<file path="src/rtl/sdram_rd_streamer_pkg.sv">
// Shared constants for the SDRAM read-side streamer: default widths, skid buffer
// geometry and the position-counter width helper.
package sdram_rd_streamer_pkg;

   localparam int unsigned DEFAULT_DATA_W   = 16;
   localparam int unsigned DEFAULT_LINE_LEN = 640;
   localparam int unsigned DEFAULT_LINE_NUM = 480;

   localparam int unsigned SKID_DEPTH = 3;
   localparam int unsigned OCC_W      = 2;
   localparam int unsigned PTR_W      = 2;

   // Counter width for a modulo-limit counter, never narrower than one bit.
   function automatic int unsigned cnt_w(input int unsigned limit);
      return (limit <= 2) ? 1 : $clog2(limit);
   endfunction

endpackage

</file>
<file path="src/rtl/sdram_skid_buf3.sv">
// Three-entry circular skid buffer absorbing the FIFO's one-cycle read latency
// so the stream can run at full rate while the sink back-pressures.
module sdram_skid_buf3
   import sdram_rd_streamer_pkg::*;
#(
   parameter int unsigned DATA_W = DEFAULT_DATA_W
)
(
   input  logic              clk_i,
   input  logic              rst_i,
   input  logic              push_i,
   input  logic [DATA_W-1:0] push_data_i,
   input  logic              pop_i,
   output logic [DATA_W-1:0] head_o,
   output logic [OCC_W-1:0]  occ_o
);

   localparam logic [OCC_W-1:0] OCC_FULL = OCC_W'(SKID_DEPTH);
   localparam logic [PTR_W-1:0] PTR_LAST = PTR_W'(SKID_DEPTH - 1);

   logic [DATA_W-1:0] mem_q [SKID_DEPTH];
   logic [PTR_W-1:0]  head_q, head_d;
   logic [PTR_W-1:0]  tail_q, tail_d;
   logic [OCC_W-1:0]  occ_q, occ_d;
   logic              do_push, do_pop;

   function automatic logic [PTR_W-1:0] ptr_inc(input logic [PTR_W-1:0] p);
      return (p == PTR_LAST) ? '0 : p + PTR_W'(1);
   endfunction

   // Pointer/occupancy update; a push into a full buffer is only taken alongside a pop.
   always_comb begin
      do_pop  = pop_i & (occ_q != '0);
      do_push = push_i & ((occ_q != OCC_FULL) | do_pop);
      head_d  = do_pop  ? ptr_inc(head_q) : head_q;
      tail_d  = do_push ? ptr_inc(tail_q) : tail_q;
      occ_d   = occ_q;
      if (do_push && !do_pop) begin
         occ_d = occ_q + OCC_W'(1);
      end else if (do_pop && !do_push) begin
         occ_d = occ_q - OCC_W'(1);
      end
   end

   always_ff @(posedge clk_i) begin
      if (rst_i) begin
         head_q <= '0;
         tail_q <= '0;
         occ_q  <= '0;
         for (int i = 0; i < int'(SKID_DEPTH); i++) begin
            mem_q[i] <= '0;
         end
      end else begin
         head_q <= head_d;
         tail_q <= tail_d;
         occ_q  <= occ_d;
         if (do_push) begin
            mem_q[tail_q] <= push_data_i;
         end
      end
   end

   assign head_o = mem_q[head_q];
   assign occ_o  = occ_q;

endmodule

</file>
<file path="src/rtl/sdram_rd_streamer.sv">
// Drains the read-side FIFO into a valid/ready pixel stream, tagging start of
// frame / end of line and pulsing frame_done after each complete frame.
module sdram_rd_streamer
   import sdram_rd_streamer_pkg::*;
#(
   parameter int unsigned DATA_W   = DEFAULT_DATA_W,
   parameter int unsigned LINE_LEN = DEFAULT_LINE_LEN,
   parameter int unsigned LINE_NUM = DEFAULT_LINE_NUM
)
(
   input  logic              r_clk,
   input  logic              rst,
   input  logic              enable,
   input  logic              fifo_empty,
   output logic              fifo_ren,
   input  logic [DATA_W-1:0] fifo_dout,
   output logic [DATA_W-1:0] m_data,
   output logic              m_valid,
   input  logic              m_ready,
   output logic              m_sof,
   output logic              m_eol,
   output logic              frame_done
);

   localparam int unsigned PIX_W  = cnt_w(LINE_LEN);
   localparam int unsigned LINE_W = cnt_w(LINE_NUM);
   localparam logic [PIX_W-1:0]  PIX_LAST  = PIX_W'(LINE_LEN - 1);
   localparam logic [LINE_W-1:0] LINE_LAST = LINE_W'(LINE_NUM - 1);

   logic [OCC_W-1:0]  occ;
   logic              inflight_q;
   logic              xfer;
   logic [PIX_W-1:0]  pix_q, pix_d;
   logic [LINE_W-1:0] line_q, line_d;
   logic              frame_done_q, frame_done_d;

   // Issue a read only when the returning word is guaranteed a free slot.
   assign fifo_ren = ~rst & enable & ~fifo_empty &
                     ((3'(occ) + 3'(inflight_q)) <= 3'd2);

   sdram_skid_buf3 #(
      .DATA_W (DATA_W)
   ) u_buf (
      .clk_i       (r_clk),
      .rst_i       (rst),
      .push_i      (inflight_q),
      .push_data_i (fifo_dout),
      .pop_i       (m_ready),
      .head_o      (m_data),
      .occ_o       (occ)
   );

   assign m_valid    = (occ != '0);
   assign xfer       = m_valid & m_ready;
   assign m_sof      = m_valid & (pix_q == '0) & (line_q == '0);
   assign m_eol      = m_valid & (pix_q == PIX_LAST);
   assign frame_done = frame_done_q;

   // Raster position advances only on accepted words.
   always_comb begin
      pix_d        = pix_q;
      line_d       = line_q;
      frame_done_d = 1'b0;
      if (xfer) begin
         if (pix_q == PIX_LAST) begin
            pix_d = '0;
            if (line_q == LINE_LAST) begin
               line_d       = '0;
               frame_done_d = 1'b1;
            end else begin
               line_d = line_q + LINE_W'(1);
            end
         end else begin
            pix_d = pix_q + PIX_W'(1);
         end
      end
   end

   always_ff @(posedge r_clk) begin
      if (rst) begin
         inflight_q   <= 1'b0;
         pix_q        <= '0;
         line_q       <= '0;
         frame_done_q <= 1'b0;
      end else begin
         inflight_q   <= fifo_ren;
         pix_q        <= pix_d;
         line_q       <= line_d;
         frame_done_q <= frame_done_d;
      end
   end

endmodule

</file>
<file path="config.mk">
export PLATFORM = sky130hd
export DESIGN_NAME = sdram_rd_streamer
export DESIGN_NICKNAME = d
export VERILOG_FILES = /design/src/rtl/sdram_rd_streamer_pkg.sv /design/src/rtl/sdram_skid_buf3.sv /design/src/rtl/sdram_rd_streamer.sv
export SDC_FILE = /design/constraint.sdc
export NUM_CORES = 1
export LEC_CHECK = 0
export ABC_AREA = 0
export CAP_MARGIN = 20
export CORE_ASPECT_RATIO = 1.5
export CORE_MARGIN = 2
export CORE_UTILIZATION = 24
export CTS_CLUSTER_DIAMETER = 150
export CTS_CLUSTER_SIZE = 20
export DETAILED_ROUTE_END_ITERATION = 6
export GPL_TIMING_DRIVEN = 0
export SETUP_SLACK_MARGIN = 0.4
export SLEW_MARGIN = 20
export SYNTH_ARGS = -nofsm -noshare
export SYNTH_HDL_FRONTEND = slang
export SYNTH_SLANG_ARGS = --single-unit
</file>
<file path="constraint.sdc">
create_clock -name r_clk -period 3.88 [get_ports r_clk]
set_clock_uncertainty 0.05 [all_clocks]
set_input_delay 0.582 -clock r_clk [delete_from_list [all_inputs] [get_ports r_clk]]
set_output_delay 0.582 -clock r_clk [all_outputs]
set_load 0.05 [all_outputs]
</file>
==> impl_summary.log <==
[metrics] outcome: complete, no violations
[metrics] Initial Util: 24.6%
[metrics] number of optimization iterations in the first detailed-route pass: 4
[metrics] slew at the pin with the worst max-slew slack: 0.790 ns
[metrics] headroom to the max-slew limit: 46.9%
[metrics] top routing layer used: met4
[metrics] sw frac: 28.2%
[metrics] dominant cell type by area after synthesis: edfxtp_1
[metrics] final worst-path setup slack: 0.651 ns
[metrics] f_max: 310 MHz
[metrics] maximum number of pins on one net before global-route repair: 17
[metrics] slowest cell on the critical path: clkdlybuf4s50_1
[metrics] fraction of layout instances using a drive strength above 1: 13.4%
[metrics] buffer and inverter count on the worst path: 4
[metrics] clock insertion delay at the later pin of the skew report: 0.34 ns
[metrics] arrival time at the worst endpoint: 2.60 ns
[metrics] worst path cell trace: clkdlybuf4s50_1, clkbuf_1, clkbuf_1, nor4b_1, dlygate4sd2_1
[metrics] worst reg-to-reg setup slack: 1.40 ns
[metrics] share of power burned in the clock network: 36.2%
[metrics] met1 routed wirelength after detailed routing: 3370 microns
[metrics] number of max-cap violations: 0
[metrics] setup repair after global routing missed its margin: false
[metrics] post-synthesis compound-gate area fraction: 4.22%
[metrics] Antenna Nets Post-Route: 0
[metrics] initial detailed-routing violation count: 135
[metrics] most common library cells after synthesis: edfxtp_1 (64), and2_1 (48), dfxtp_1 (29)
[metrics] Worst Hold Path EP: line_q[1]
[metrics] fraction of synthesis flops using an asynchronous set or reset pin: 0%
[metrics] hpwl dp: 5990 microns
[metrics] required arrival time at the worst endpoint: 3.25 ns
[metrics] family of cells with the greatest summed delay on the critical path: buffers and inverters
[metrics] crit path launch type: input port
[metrics] setup-violating endpoint count in the final report: 0
[metrics] floorplan core area: 0.0168 sq mm
[metrics] share of total power in sequential cells: 41.4%
[metrics] TritonCTS clock tree: done
[metrics] worst supply voltage drop on vdd: 0.258 mV
[metrics] worst r2r src: u_buf.occ_o[1]
[metrics] Total GRT Usage: 9.91%
[metrics] synthesized area divided by synthesized cell count: 13.0 sq um
[metrics] DR WL/cell: 14.7 microns
[metrics] Post-CTS Repair Setup Buffers: 0
[metrics] cts bufs inserted: 9
[metrics] DRC violations left: 0
[metrics] GRT Residual Overflow: 0
[metrics] total of warnings raised by yosys: 0
[metrics] Main synth FF type: edfxtp_1
[metrics] largest incremental delay on the critical path: 0.57 ns
[metrics] total routed wirelength: 8560 microns
[metrics] initial antenna violation count: 1
[metrics] clock transition at the register clock pins on the worst setup and hold paths after CTS: 0.06 ns
[metrics] post-detailed-route via-to-cell ratio: 4.52
[metrics] endpoint of the lowest-slack register-to-register path: u_buf.mem_q[2][2]
[metrics] global placer's final weighted congestion: 0.738
[metrics] Logic pwr share: 22.4%
[metrics] cells taking the most area after synthesis: edfxtp_1 (47%), dfxtp_1 (14%), mux4_2 (8.8%), and2_1 (7.3%), ha_1 (2.4%)
[metrics] clock root buffer: clkbuf_16
[metrics] final-stage net count: 398
[metrics] met2 layer wire length in the routed design: 4690 microns
[metrics] internal power of the cells: 0.00197 W
[metrics] hold-fix buffer count after cts: 0
[metrics] routed length on met3: 337 microns
[metrics] leading cell type by number of instances after synthesis: edfxtp_1
[metrics] number of synthesized flops with an enable pin: 64
[metrics] number of cells upsized or downsized after cts: 2
[metrics] hold violation total from the final report: 0
[metrics] minimum setup slack after placement: 0.350 ns
[metrics] via count of the first global-routing pass: 2710
[metrics] accumulated negative setup slack: 0 ns
[metrics] adder and majority gate portion of the synthesized area: 2.43%
[metrics] Power per Cell Area: 531 mW/mm^2
[metrics] count of input and output buffers: 41
[metrics] proportion of synthesized chip area in sequential cells: 60.8%
[metrics] total stage count of the critical path: 5
[metrics] cell depth of the worst flop-to-flop path: 4
[metrics] category of the worst setup path capture point: output port
[metrics] final cycle utilization of the critical path: 83.2%
[metrics] cell leakage power: 1.73 nW
[metrics] time the final worst path needs with I/O delays and setup: 3.23 ns
[metrics] unique cell type count in the Yosys netlist: 41
[metrics] Tightest Hold Check Type: register to register
[metrics] signed area change from the synthesized netlist to the final layout: 25.6%
[metrics] width of the die: 111 microns
[metrics] antenna diode count: 0
[metrics] mux cell area share after synthesis: 8.75%
[metrics] global-route wire length before repair: 14000 microns
[metrics] number of buffers between clock root and the deepest sink: 2
[metrics] Max Fanout on Critical Path: 10
[metrics] Via Count: 2638
[metrics] post-synth net total: 345
[metrics] I/O pin cnt: 42
[metrics] power spent charging and discharging nets: 0.000773 W
[metrics] num rows: 58
[metrics] clk sink count: 93
[metrics] height of the chip: 164 microns
[metrics] cell count after synthesis: 316
[metrics] share of Yosys cell area claimed by the top area cell type: 46.7%
[metrics] Worst Setup Path Type: input port to output port
[metrics] die area: 0.0182 sq mm
[metrics] cell depth of the worst min-delay path: 2
[metrics] number of levels in the clock H-tree: 3
[metrics] cell type with the highest occurrence count on the critical path: clkbuf_1
[metrics] combinational family with the most area after synthesis: simple AND/OR/NAND/NOR gates
[metrics] summed instance area of the synthesized netlist: 0.00412 sq mm
[metrics] hold path startpoint: line_q[1]
[metrics] simple-gate portion of the synthesized area: 18.9%
[metrics] number of register bits inferred by synthesis: 93
[metrics] Post-Synth XOR/XNOR Area: 2.34%
[metrics] max-slew violation count: 0
[worst max-delay path by stage]
stage	from	end	slack, ns
floorplan	rst	fifo_ren	0.62
detailed placement	rst	fifo_ren	0.35
global route	rst	fifo_ren	0.51
global placement	m_ready	u_buf.mem_q[3][0]	-1.08
finish	rst	fifo_ren	0.65
CTS	register	m_data[6]	0.45
[registers in the layout, summed over array words and instances, names as in the netlist, named ones only]
signal        count
u_buf.occ_o       2
u_buf.mem_q      64
u_buf.tail_q      2
pix_q            10
inflight_q        1
line_q            9
frame_done        1
u_buf.head_q      2
[cells by family (layout without fill, tap and decap cells)]
family | after synthesis | count (layout)
XOR/XNOR | 11 | 11
flip-flops | 93 | 93
multiplexers | 16 | 16
AO/OA/AOI/OAI | 27 | 27
buffers and inverters | 25 | 83
AND/OR/NAND/NOR | 136 | 136
adder cells (fa/ha/maj) | 8 | 8
[worst register-to-register path: stages (launching register included)]
cell and delay [ns]:
dfxtp_1 0.42, nand2_1 0.11, o21ai_1 0.23, nor4b_2 0.75
or2_2 0.55
[per-stage QoR]
stage | hold slack (ns) | area, sq um | power (W) | cells | utilization (%)
floorplan | 0.419 | 4120 | 0.00158 | 316 | -
global placement | 0.439 | 4790 | 0.00177 | 567 | 28.6
detailed placement | 0.454 | 4830 | 0.00178 | 568 | 28.8
CTS | 0.467 | 5170 | 0.00277 | 584 | 30.8
global route | 0.509 | 5170 | 0.00285 | 584 | 30.9
finish | 0.466 | 5170 | 0.00275 | 584 | 30.9
[final cells by class]
cell class	instances	area, sq um
Fill cell	1668	11600
Sequential cell	93	2500
Multi-Input combinational cell	198	1540
Timing Repair Buffer	42	417
Tap cell	210	263
Clock buffer	9	225
Clock inverter	7	113
Buffer	14	68.8
Inverter	11	41.3
[power by group through the flow]
stage	sequential, W	clock, W	combinational (W)
floorplan	0.00115	0	0.000431
global placement	0.00116	0	0.000612
detailed placement	0.00116	0	0.000622
CTS	0.00114	0.00100	0.000626
global route	0.00114	0.00105	0.000658
finish	0.00114	0.000993	0.000615
[metal layers]
metal,vias to the layer above,track usage [%]
met5,-,0
li1,1262,-
met4,0,3.98
met3,14,2.46
met1,1311,10.6
met2,51,18.7
[cell usage in the layout, fill, tap and decap left out, types with 3 or more instances in the layout]
| master | instances |
|---|---|
| nor3_1 | 8 |
| nor4_1 | 7 |
| dfxtp_1 | 29 |
| inv_1 | 11 |
| a21oi_1 | 14 |
| ha_1 | 8 |
| xnor2_1 | 7 |
| nor2_1 | 21 |
| clkbuf_1 | 8 |
| nand4_1 | 4 |
| or3_1 | 4 |
| bufinv_16 | 3 |
| and2_1 | 48 |
| nor4b_1 | 3 |
| or2_2 | 4 |
| xor2_1 | 4 |
| nand3_1 | 4 |
| clkbuf_16 | 9 |
| mux4_2 | 16 |
| o21ai_0 | 5 |
| clkdlybuf4s50_1 | 40 |
| nand2_1 | 17 |
| edfxtp_1 | 64 |
Note: power is estimated with default switching activity, not from simulation.
